[src/rtl/imm_gen_pkg.sv]
// Shared constants and helpers for the RISC-V immediate generator.
// The decode-stage wrapper and the combinational decoder both import this package.
package imm_gen_pkg;

    localparam logic [2:0] EXT_NONE   = 3'b000;
    localparam logic [2:0] EXT_S      = 3'b001;
    localparam logic [2:0] EXT_I      = 3'b010;
    localparam logic [2:0] EXT_ISHAMT = 3'b011;
    localparam logic [2:0] EXT_B      = 3'b100;
    localparam logic [2:0] EXT_U      = 3'b101;
    localparam logic [2:0] EXT_J      = 3'b110;
    localparam logic [2:0] EXT_AUTO   = 3'b111;

    localparam logic [6:0] OP_IMM    = 7'b0010011;
    localparam logic [6:0] OP_LOAD   = 7'b0000011;
    localparam logic [6:0] OP_JALR   = 7'b1100111;
    localparam logic [6:0] OP_STORE  = 7'b0100011;
    localparam logic [6:0] OP_BRANCH = 7'b1100011;
    localparam logic [6:0] OP_LUI    = 7'b0110111;
    localparam logic [6:0] OP_AUIPC  = 7'b0010111;
    localparam logic [6:0] OP_JAL    = 7'b1101111;

    localparam int unsigned MAX_XLEN = 64;

    // Sign-extend the low 'width' bits of val (upper bits of val must be zero) to 64 bits.
    function automatic logic [MAX_XLEN-1:0] sext(input logic [31:0] val, input int unsigned width);
        logic [MAX_XLEN-1:0] r;
        logic                s;
        s = val[5'(width - 1)];
        r = {32'b0, val};
        for (int unsigned i = 0; i < MAX_XLEN; i++) begin
            if (i >= width) r[i] = s;
        end
        return r;
    endfunction

endpackage

[src/rtl/imm_decode.sv]
// Combinational instruction + extop to immediate decoder, no state.
// Shared between the registered decode stage and the single-cycle core.
module imm_decode
    import imm_gen_pkg::*;
#(
    parameter int unsigned XLEN = 32
) (
    input  logic [31:0]     instr,
    input  logic [2:0]      extop,
    output logic [XLEN-1:0] imm_c,
    output logic            illegal_c
);

    logic [2:0]          fmt;
    logic [MAX_XLEN-1:0] wide;

    // Resolve AUTO to a concrete format, then build the 64-bit form and trim to XLEN.
    always_comb begin
        fmt       = extop;
        illegal_c = 1'b0;
        wide      = '0;

        if (extop == EXT_AUTO) begin
            case (instr[6:0])
                OP_IMM:            fmt = (instr[14:12] == 3'b001 || instr[14:12] == 3'b101)
                                         ? EXT_ISHAMT : EXT_I;
                OP_LOAD, OP_JALR:  fmt = EXT_I;
                OP_STORE:          fmt = EXT_S;
                OP_BRANCH:         fmt = EXT_B;
                OP_LUI, OP_AUIPC:  fmt = EXT_U;
                OP_JAL:            fmt = EXT_J;
                default: begin
                    fmt       = EXT_NONE;
                    illegal_c = 1'b1;
                end
            endcase
        end

        case (fmt)
            EXT_I:      wide = sext({20'b0, instr[31:20]}, 12);
            EXT_S:      wide = sext({20'b0, instr[31:25], instr[11:7]}, 12);
            EXT_B:      wide = sext({19'b0, instr[31], instr[7], instr[30:25], instr[11:8], 1'b0}, 13);
            EXT_U:      wide = sext({instr[31:12], 12'b0}, 32);
            EXT_J:      wide = sext({11'b0, instr[31], instr[19:12], instr[20], instr[30:21], 1'b0}, 21);
            EXT_ISHAMT: wide = (XLEN == 64) ? 64'(instr[25:20]) : 64'(instr[24:20]);
            default:    wide = '0;
        endcase

        imm_c = wide[XLEN-1:0];
    end

endmodule

[src/rtl/imm_gen_stage.sv]
// Registered immediate generator: decode ahead of a 2-entry valid/ready skid buffer
// carrying immediate, illegal flag and a passthrough tag, with flush and stall.
module imm_gen_stage
    import imm_gen_pkg::*;
#(
    parameter int unsigned XLEN  = 32,
    parameter int unsigned TAG_W = 32
) (
    input  logic             clk,
    input  logic             rstn,
    input  logic             flush,
    input  logic             in_valid,
    output logic             in_ready,
    input  logic [31:0]      in_instr,
    input  logic [2:0]       in_extop,
    input  logic [TAG_W-1:0] in_tag,
    output logic             out_valid,
    input  logic             out_ready,
    output logic [XLEN-1:0]  out_imm,
    output logic [TAG_W-1:0] out_tag,
    output logic             out_illegal
);

    localparam int unsigned DEPTH = 2;

    logic [XLEN-1:0]  dec_imm;
    logic             dec_ill;

    logic [XLEN-1:0]  ent_imm [DEPTH];
    logic [TAG_W-1:0] ent_tag [DEPTH];
    logic [DEPTH-1:0] ent_ill;
    logic             head, head_nxt;
    logic             tail, tail_nxt;
    logic [1:0]       count, count_nxt;
    logic             wr_en;
    logic             push, pop;

    imm_decode #(.XLEN(XLEN)) u_decode (
        .instr     (in_instr),
        .extop     (in_extop),
        .imm_c     (dec_imm),
        .illegal_c (dec_ill)
    );

    assign in_ready  = rstn && (count != 2'(DEPTH));
    assign out_valid = (count != 2'd0);
    assign push      = in_valid && in_ready;
    assign pop       = out_valid && out_ready;

    // Pointer/occupancy update; flush wins over any concurrent push or pop.
    always_comb begin
        count_nxt = count;
        head_nxt  = head;
        tail_nxt  = tail;
        wr_en     = 1'b0;
        if (flush) begin
            count_nxt = 2'd0;
            head_nxt  = 1'b0;
            tail_nxt  = 1'b0;
        end else begin
            if (push) begin
                wr_en    = 1'b1;
                tail_nxt = ~tail;
            end
            if (pop) head_nxt = ~head;
            case ({push, pop})
                2'b10:   count_nxt = count + 2'd1;
                2'b01:   count_nxt = count - 2'd1;
                default: count_nxt = count;
            endcase
        end
    end

    always_ff @(posedge clk) begin
        if (!rstn) begin
            count <= 2'd0;
            head  <= 1'b0;
            tail  <= 1'b0;
            for (int i = 0; i < DEPTH; i++) begin
                ent_imm[i] <= '0;
                ent_tag[i] <= '0;
            end
            ent_ill <= '0;
        end else begin
            count <= count_nxt;
            head  <= head_nxt;
            tail  <= tail_nxt;
            if (wr_en) begin
                ent_imm[tail] <= dec_imm;
                ent_tag[tail] <= in_tag;
                ent_ill[tail] <= dec_ill;
            end
        end
    end

    // Outputs are the head-entry registers, so they cannot move while the head is held.
    assign out_imm     = ent_imm[head];
    assign out_tag     = ent_tag[head];
    assign out_illegal = ent_ill[head];

endmodule
[config.mk]
export PLATFORM = sky130hd
export DESIGN_NAME = imm_gen_stage
export DESIGN_NICKNAME = d
export VERILOG_FILES = /design/src/rtl/imm_gen_pkg.sv /design/src/rtl/imm_decode.sv /design/src/rtl/imm_gen_stage.sv
export SDC_FILE = /design/constraint.sdc
export NUM_CORES = 1
export LEC_CHECK = 0
export BUFFER_PORTS_ARGS = -buffer_cell sky130_fd_sc_hd__buf_2
export CAP_MARGIN = 0
export CORE_ASPECT_RATIO = 0.7
export CORE_MARGIN = 2
export CORE_UTILIZATION = 30
export DETAILED_ROUTE_END_ITERATION = 16
export PLACE_DENSITY = 0.49
export SYNTH_ARGS = -nofsm -noshare
export SYNTH_HDL_FRONTEND = slang
export SYNTH_SLANG_ARGS = --single-unit
[constraint.sdc]
create_clock -name clk -period 4.3 [get_ports clk]
set_input_delay 0 -clock clk [delete_from_list [all_inputs] [get_ports clk]]
set_output_delay 0 -clock clk [all_outputs]
set_load 0.02 [all_outputs]
======== Word level (Yosys, flattened, before mapping) ========
Memories as Yosys holds them, arrays and structs flattened. A register that Yosys moved wholly into a read port is not among the register bits.
Index checks and enable logic that the tools add are counted.
cells by class
  $add $sub $neg .......................... 2
  $mul .................................... 0
  div/mod/pow operators ................... 0
  magnitude comparators ................... 3
  equal/unequal tests ..................... 20
  shift operators ......................... 0
  mux-type cells .......................... 28
  bitwise operators ....................... 3
  reduce and logical (&&, ||, !) cells .... 13
operator list
  cell                                                         count
  case mux 32 bit (6 select lines)                             1
  two-way mux 32 bit                                           2
  OR reduction 32 bit                                          2
  == test 7 bit (second input constant)                        3
  two-way mux 1 bit                                            20
  case mux 3 bit (6 select lines)                              1
  == test 3 bit (second input constant)                        5
  == test 7 x 5 -> 1 bit (second input constant)               2
  == test 7 x 6 -> 1 bit (second input constant)               2
  OR reduction 8 bit                                           1
  == test 7 x 2 -> 1 bit (second input constant)               1
  == test 3 x 1 -> 1 bit (second input constant)               2
  == test 3 x 2 -> 1 bit (second input constant)               2
  OR reduction 2 bit                                           3
  logical AND 1 bit                                            4
  less-than comparator 1 x 2 -> 1 bit (second input constant)  2
  case mux 2 bit (2 select lines)                              1
  nonzero test 2 bit                                           2
  two-way mux 3 bit                                            1
  NOT 1 bit                                                    3
  adder 2 x 1 -> 2 bit (second input constant)                 1
  bitwise mux 2 bit                                            1
  == test 2 x 1 -> 1 bit (second input constant)               1
  == test 2 bit (second input constant)                        1
  5 further kinds                                              5
storage, ports and cells
  register bits after elaboration ......... 6
  bits in latches ......................... 0
  RAM bits ................................ 128
  ROM bits ................................ 0
  input bits .............................. 72
  output and inout bits ................... 67
  logic and storage cells ................. 75
  memories kept ........................... 2
memories
  memory   words  width  read ports  clocked after Yosys merged registers in  wr ports  line                 text
  ent_imm  2      32     1           1                                        2         imm_gen_stage.sv:29  logic [XLEN-1:0] ent_imm [DEPTH];
  ent_tag  2      32     1           1                                        2         imm_gen_stage.sv:30  logic [TAG_W-1:0] ent_tag [DEPTH];

======== Logic depth before layout (Yosys ltp) ========
  depth in word-level cells ............... 10
  mapped depth ............................ 9
  gate-level depth less buffers ........... 7

======== Cells and area by module ========
A second synthesis with hierarchy kept.
second synthesis, totals
  cells, all modules ...................... 483
  area total of the unflattened synthesis .. 6712.7 um^2
modules (own cells, without submodules)
  module         times used  cells an instance  area each (um^2)  sequential area each (um^2)
  imm_gen_stage  1           378                5868.1            3983.8
  imm_decode     1           105                844.6             0.0

======== Worst setup path before layout ========
Ideal clock, no wire load.
  path kind ............................... reg-to-reg
  from .................................... reg count[0]
  to ...................................... mem ent_imm[1][0], enable pin
  setup time .............................. 0.424 ns
  arrival time ............................ 2.605 ns
  required time ........................... 3.876 ns
  path slack .............................. 1.271 ns
  cell stages (with the launch flop) ...... 5
  path buffers ............................ 0
  clock period less this slack ............ 3.029 ns
  path through ............................ dfxtp_1 > nor2b_1 > nor2b_1 > nand3_1 > nand2_1
RTL lines
  item                    line                 text
  start, declared         imm_gen_stage.sv:34  logic [1:0] count, count_nxt;
  start signal, assigned  imm_gen_stage.sv:85  count <= count_nxt;
  end, declared           imm_gen_stage.sv:29

==> run_results.csv <==
group,metric,value,unit
place,numPortBuffers,138,
setup_path,cpMaxStageDelayCell,"and4b_1",
synthesis,synth_top_area_frac,0.593,
floorplanning,die_w,180,um
clock_tree,clockBufferDepth,2,
global_routing,grt_pass1_wl,25000,um
route,met3WireLength,788,um
timing,setup_ws,1.57,ns
run_status,outcome,"complete, no violations",
route,dr.pass1.iters,4,
route,drc,0,
clock_tree,cts_root_buffer,"clkbuf_16",
finish,final_cell_mix,"buf_2 (138), edfxtp_1 (128), and2_1 (69)",
global_routing,grt_overflow,0,
synthesis,syn-num-nets,548,
synthesis,syn-cell-area,6480,um^2
synthesis,ys_ff_latch,135,
synthesis,synth_area_per_cell,13.7,um^2
worst_hold_path,holdCritStartpoint,"in_instr[20]",
synthesis,netlist_instances,475,
synthesis,yosysWarnings,0,
timing,finalCritPeriodShare,0.635,
clock_tree,numCtsBuffers,17,
timing,relSlewSlack,0.225,
timing,tns,0,ns
power,power_density,396,nW/um^2
route,ant_nets,0,
setup_path,end_kind,"register",
floorplanning,boundaryPins,139,
clock_tree,cts.sink_count,135,
route,vias,4337,
setup_path,cp-startpoint,"count[0]",
place,gp_congestion,0.733,
finish,layout.nets,739,
finish,syn2layout_area_growth,32.7,%
floorplanning,core-area,21000,um^2
floorplanning,start_util,0.309,
global_routing,grt_max_degree,65,
setup_path,reg2reg_from,"count[0]",
setup_path,path_max_fanout,20,
synthesis,synth_largest_area_cell,"edfxtp_1",
clock_tree,cts_tree,"yes",
power,p_total,3.41,mW
setup_path,required,4.58,ns
setup_path,crit_type,"reg -> reg",
clock_tree,cts_setup_buffers,0,
setup_path,max_stage_delay,0.73,ns
timing,finalHoldViolCount,0,
setup_path,crit_chain,"nor2b_1 > and4b_1 > o211ai_1 > a21oi_2 > a21oi_1 > nand2_1",
floorplanning,rows,44,
power,ir_drop,213,uV
clock_tree,cts.clk_slew.worst_paths,0.06,ns
place,pre_cts_ws,1.57,ns
finish,drive_gt1_frac,0.405,
clock_tree,cts_hold_buf,58,
route,routed_wl,15900,um
synthesis,async_flop_share,0,
floorplanning,die-area,22800,um^2
clock_tree,cts-resized-gates,0,
place,place_inst,865,
floorplanning,die_y,127,um
timing,fmax,0.366,GHz
place,dpl.hpwl,10200,um
route,viasPerCell,4.54,
timing,rsz0062_at_grt,"no",
timing,tightest_slew,1.16,ns
setup_path,critPathLaunchType,"register",
global_routing,grt_pass1_vias,4576,
clock_tree,clock_latency,0.42,ns
setup_path,arrival,3.01,ns
route,wl_met2,6820,um
finish,instances_no_fill,955,
worst_hold_path,hp-class,"in -> reg",
synthesis,synth.distinct_cells,56,
timing,setup_viol,0,
clock_tree,h-tree-depth,4,
timing,skew,0.00831,ns
route,m1WireLength,8130,um
global_routing,grt_antenna_before_repair,0,
route,wire_per_inst,16.6,um
synthesis,ys_top_cells_by_area,"edfxtp_1 (59%), mux2_2 (11%), and2_1 (6.7%)",
route,highest_layer,"met4",
synthesis,synth_ff_type,"edfxtp_1",
setup_path,r2r_setup_slack,1.57,ns
route,first_iter_violations,234,
global_routing,grt_use_total,0.143,
power,p_leak,3.53,nW
finish,final_common_cell,"buf_2",
synthesis,synth-edff-count,128,
timing,min_period,2.73,ns
synthesis,ys_seq_area_frac,0.614,
finish,antenna_cells,0,
timing,slew_viol_final,0,
run,maxCapViolCount,0,
==> cell usage after synthesis (2+ instances only) <==
cell      instances
xnor2_1           3
and4b_1           2
o211ai_1          4
o21ai_0           4
buf_2             2
edfxtp_1        128
nor2_1           20
and2_2            2
a31oi_1           4
and2_1           69
clkbuf_1         19
nand3_1           4
nand2_1          25
and3_1           13
o21ai_2           2
mux2_2           65
a21oi_2          12
dfxtp_1           7
xor2_1            3
nand3_2           2
buf_6             5
o21ai_1          21
nor2b_1           5
and2_4            2
a21oi_1          19
nand2b_1          2
o31ai_4           2
==> worst max-delay path: cells and delay by family (launching register included) <==
| family | cells | cell delay [ns] |
|---|---|---|
| AO/OA/AOI/OAI | 3 | 1.27 |
| flip-flops | 1 | 0.39 |
| AND/OR/NAND/NOR | 3 | 0.92 |
==> final cells by class <==
| class | instances | area [um^2] |
|---|---|---|
| Fill cell | 2025 | 12400 |
| Tap cell | 276 | 345 |
| Timing Repair Buffer | 200 | 1300 |
| Inverter | 1 | 3.75 |
| Clock inverter | 15 | 191 |
| Clock buffer | 17 | 425 |
| Multi-Input combinational cell | 311 | 2350 |
| Sequential cell | 135 | 3990 |
==> metal layers <==
metal	GRT usage	vias to the layer above
li1	-	2134
met1	0.205	2080
met2	0.213	110
met3	0.0376	13
met4	0.0440	0
met5	0	-
==> per-stage QoR <==
step / utilization / hold slack, ns / cell area [um^2]
6_report: 0.410 / 0.0124 / 8600
5_1_grt: 0.410 / 0.0270 / 8600
4_1_cts: 0.410 / 0.00153 / 8600
3_5_place_dp: 0.353 / 0.291 / 7410
3_3_place_gp: 0.353 / 0.287 / 7410
2_1_floorplan: - / 0.154 / 6480
==> where the power goes <==
| part | internal, mW | leakage [nW] | switching (mW) |
|---|---|---|---|
| clock network | 0.927 | 0.302 | 0.595 |
| registers | 1.50 | 1.39 | 0.0156 |
| logic | 0.152 | 1.83 | 0.213 |
==> worst paths after layout <==
check,depth (start not counted),endpoint
min reg2reg,2,ent_ill[1]
max,6,ent_imm[1][15]
max reg2reg,6,ent_imm[1][15]
min,3,ent_imm[1][0]
==> state kept, by name, summed over array words and instances (netlist names), named ones only <==
signal,flops
count,2
ent_imm,64
tail,1
ent_tag,64
head,1
ent_ill,2
==> logic make-up after synthesis <==
group	Yosys count	synth area share
AOI/OAI and AO/OA	77	0.0837
and+or+nand+nor	159	0.146
buffers and inverters	29	0.0253
DFF	135	0.614
muxes	67	0.116
xor gates and xnor gates	7	0.0124
adders and majority gates	1	0.00193
Note: power is estimated with default switching activity, not from simulation.
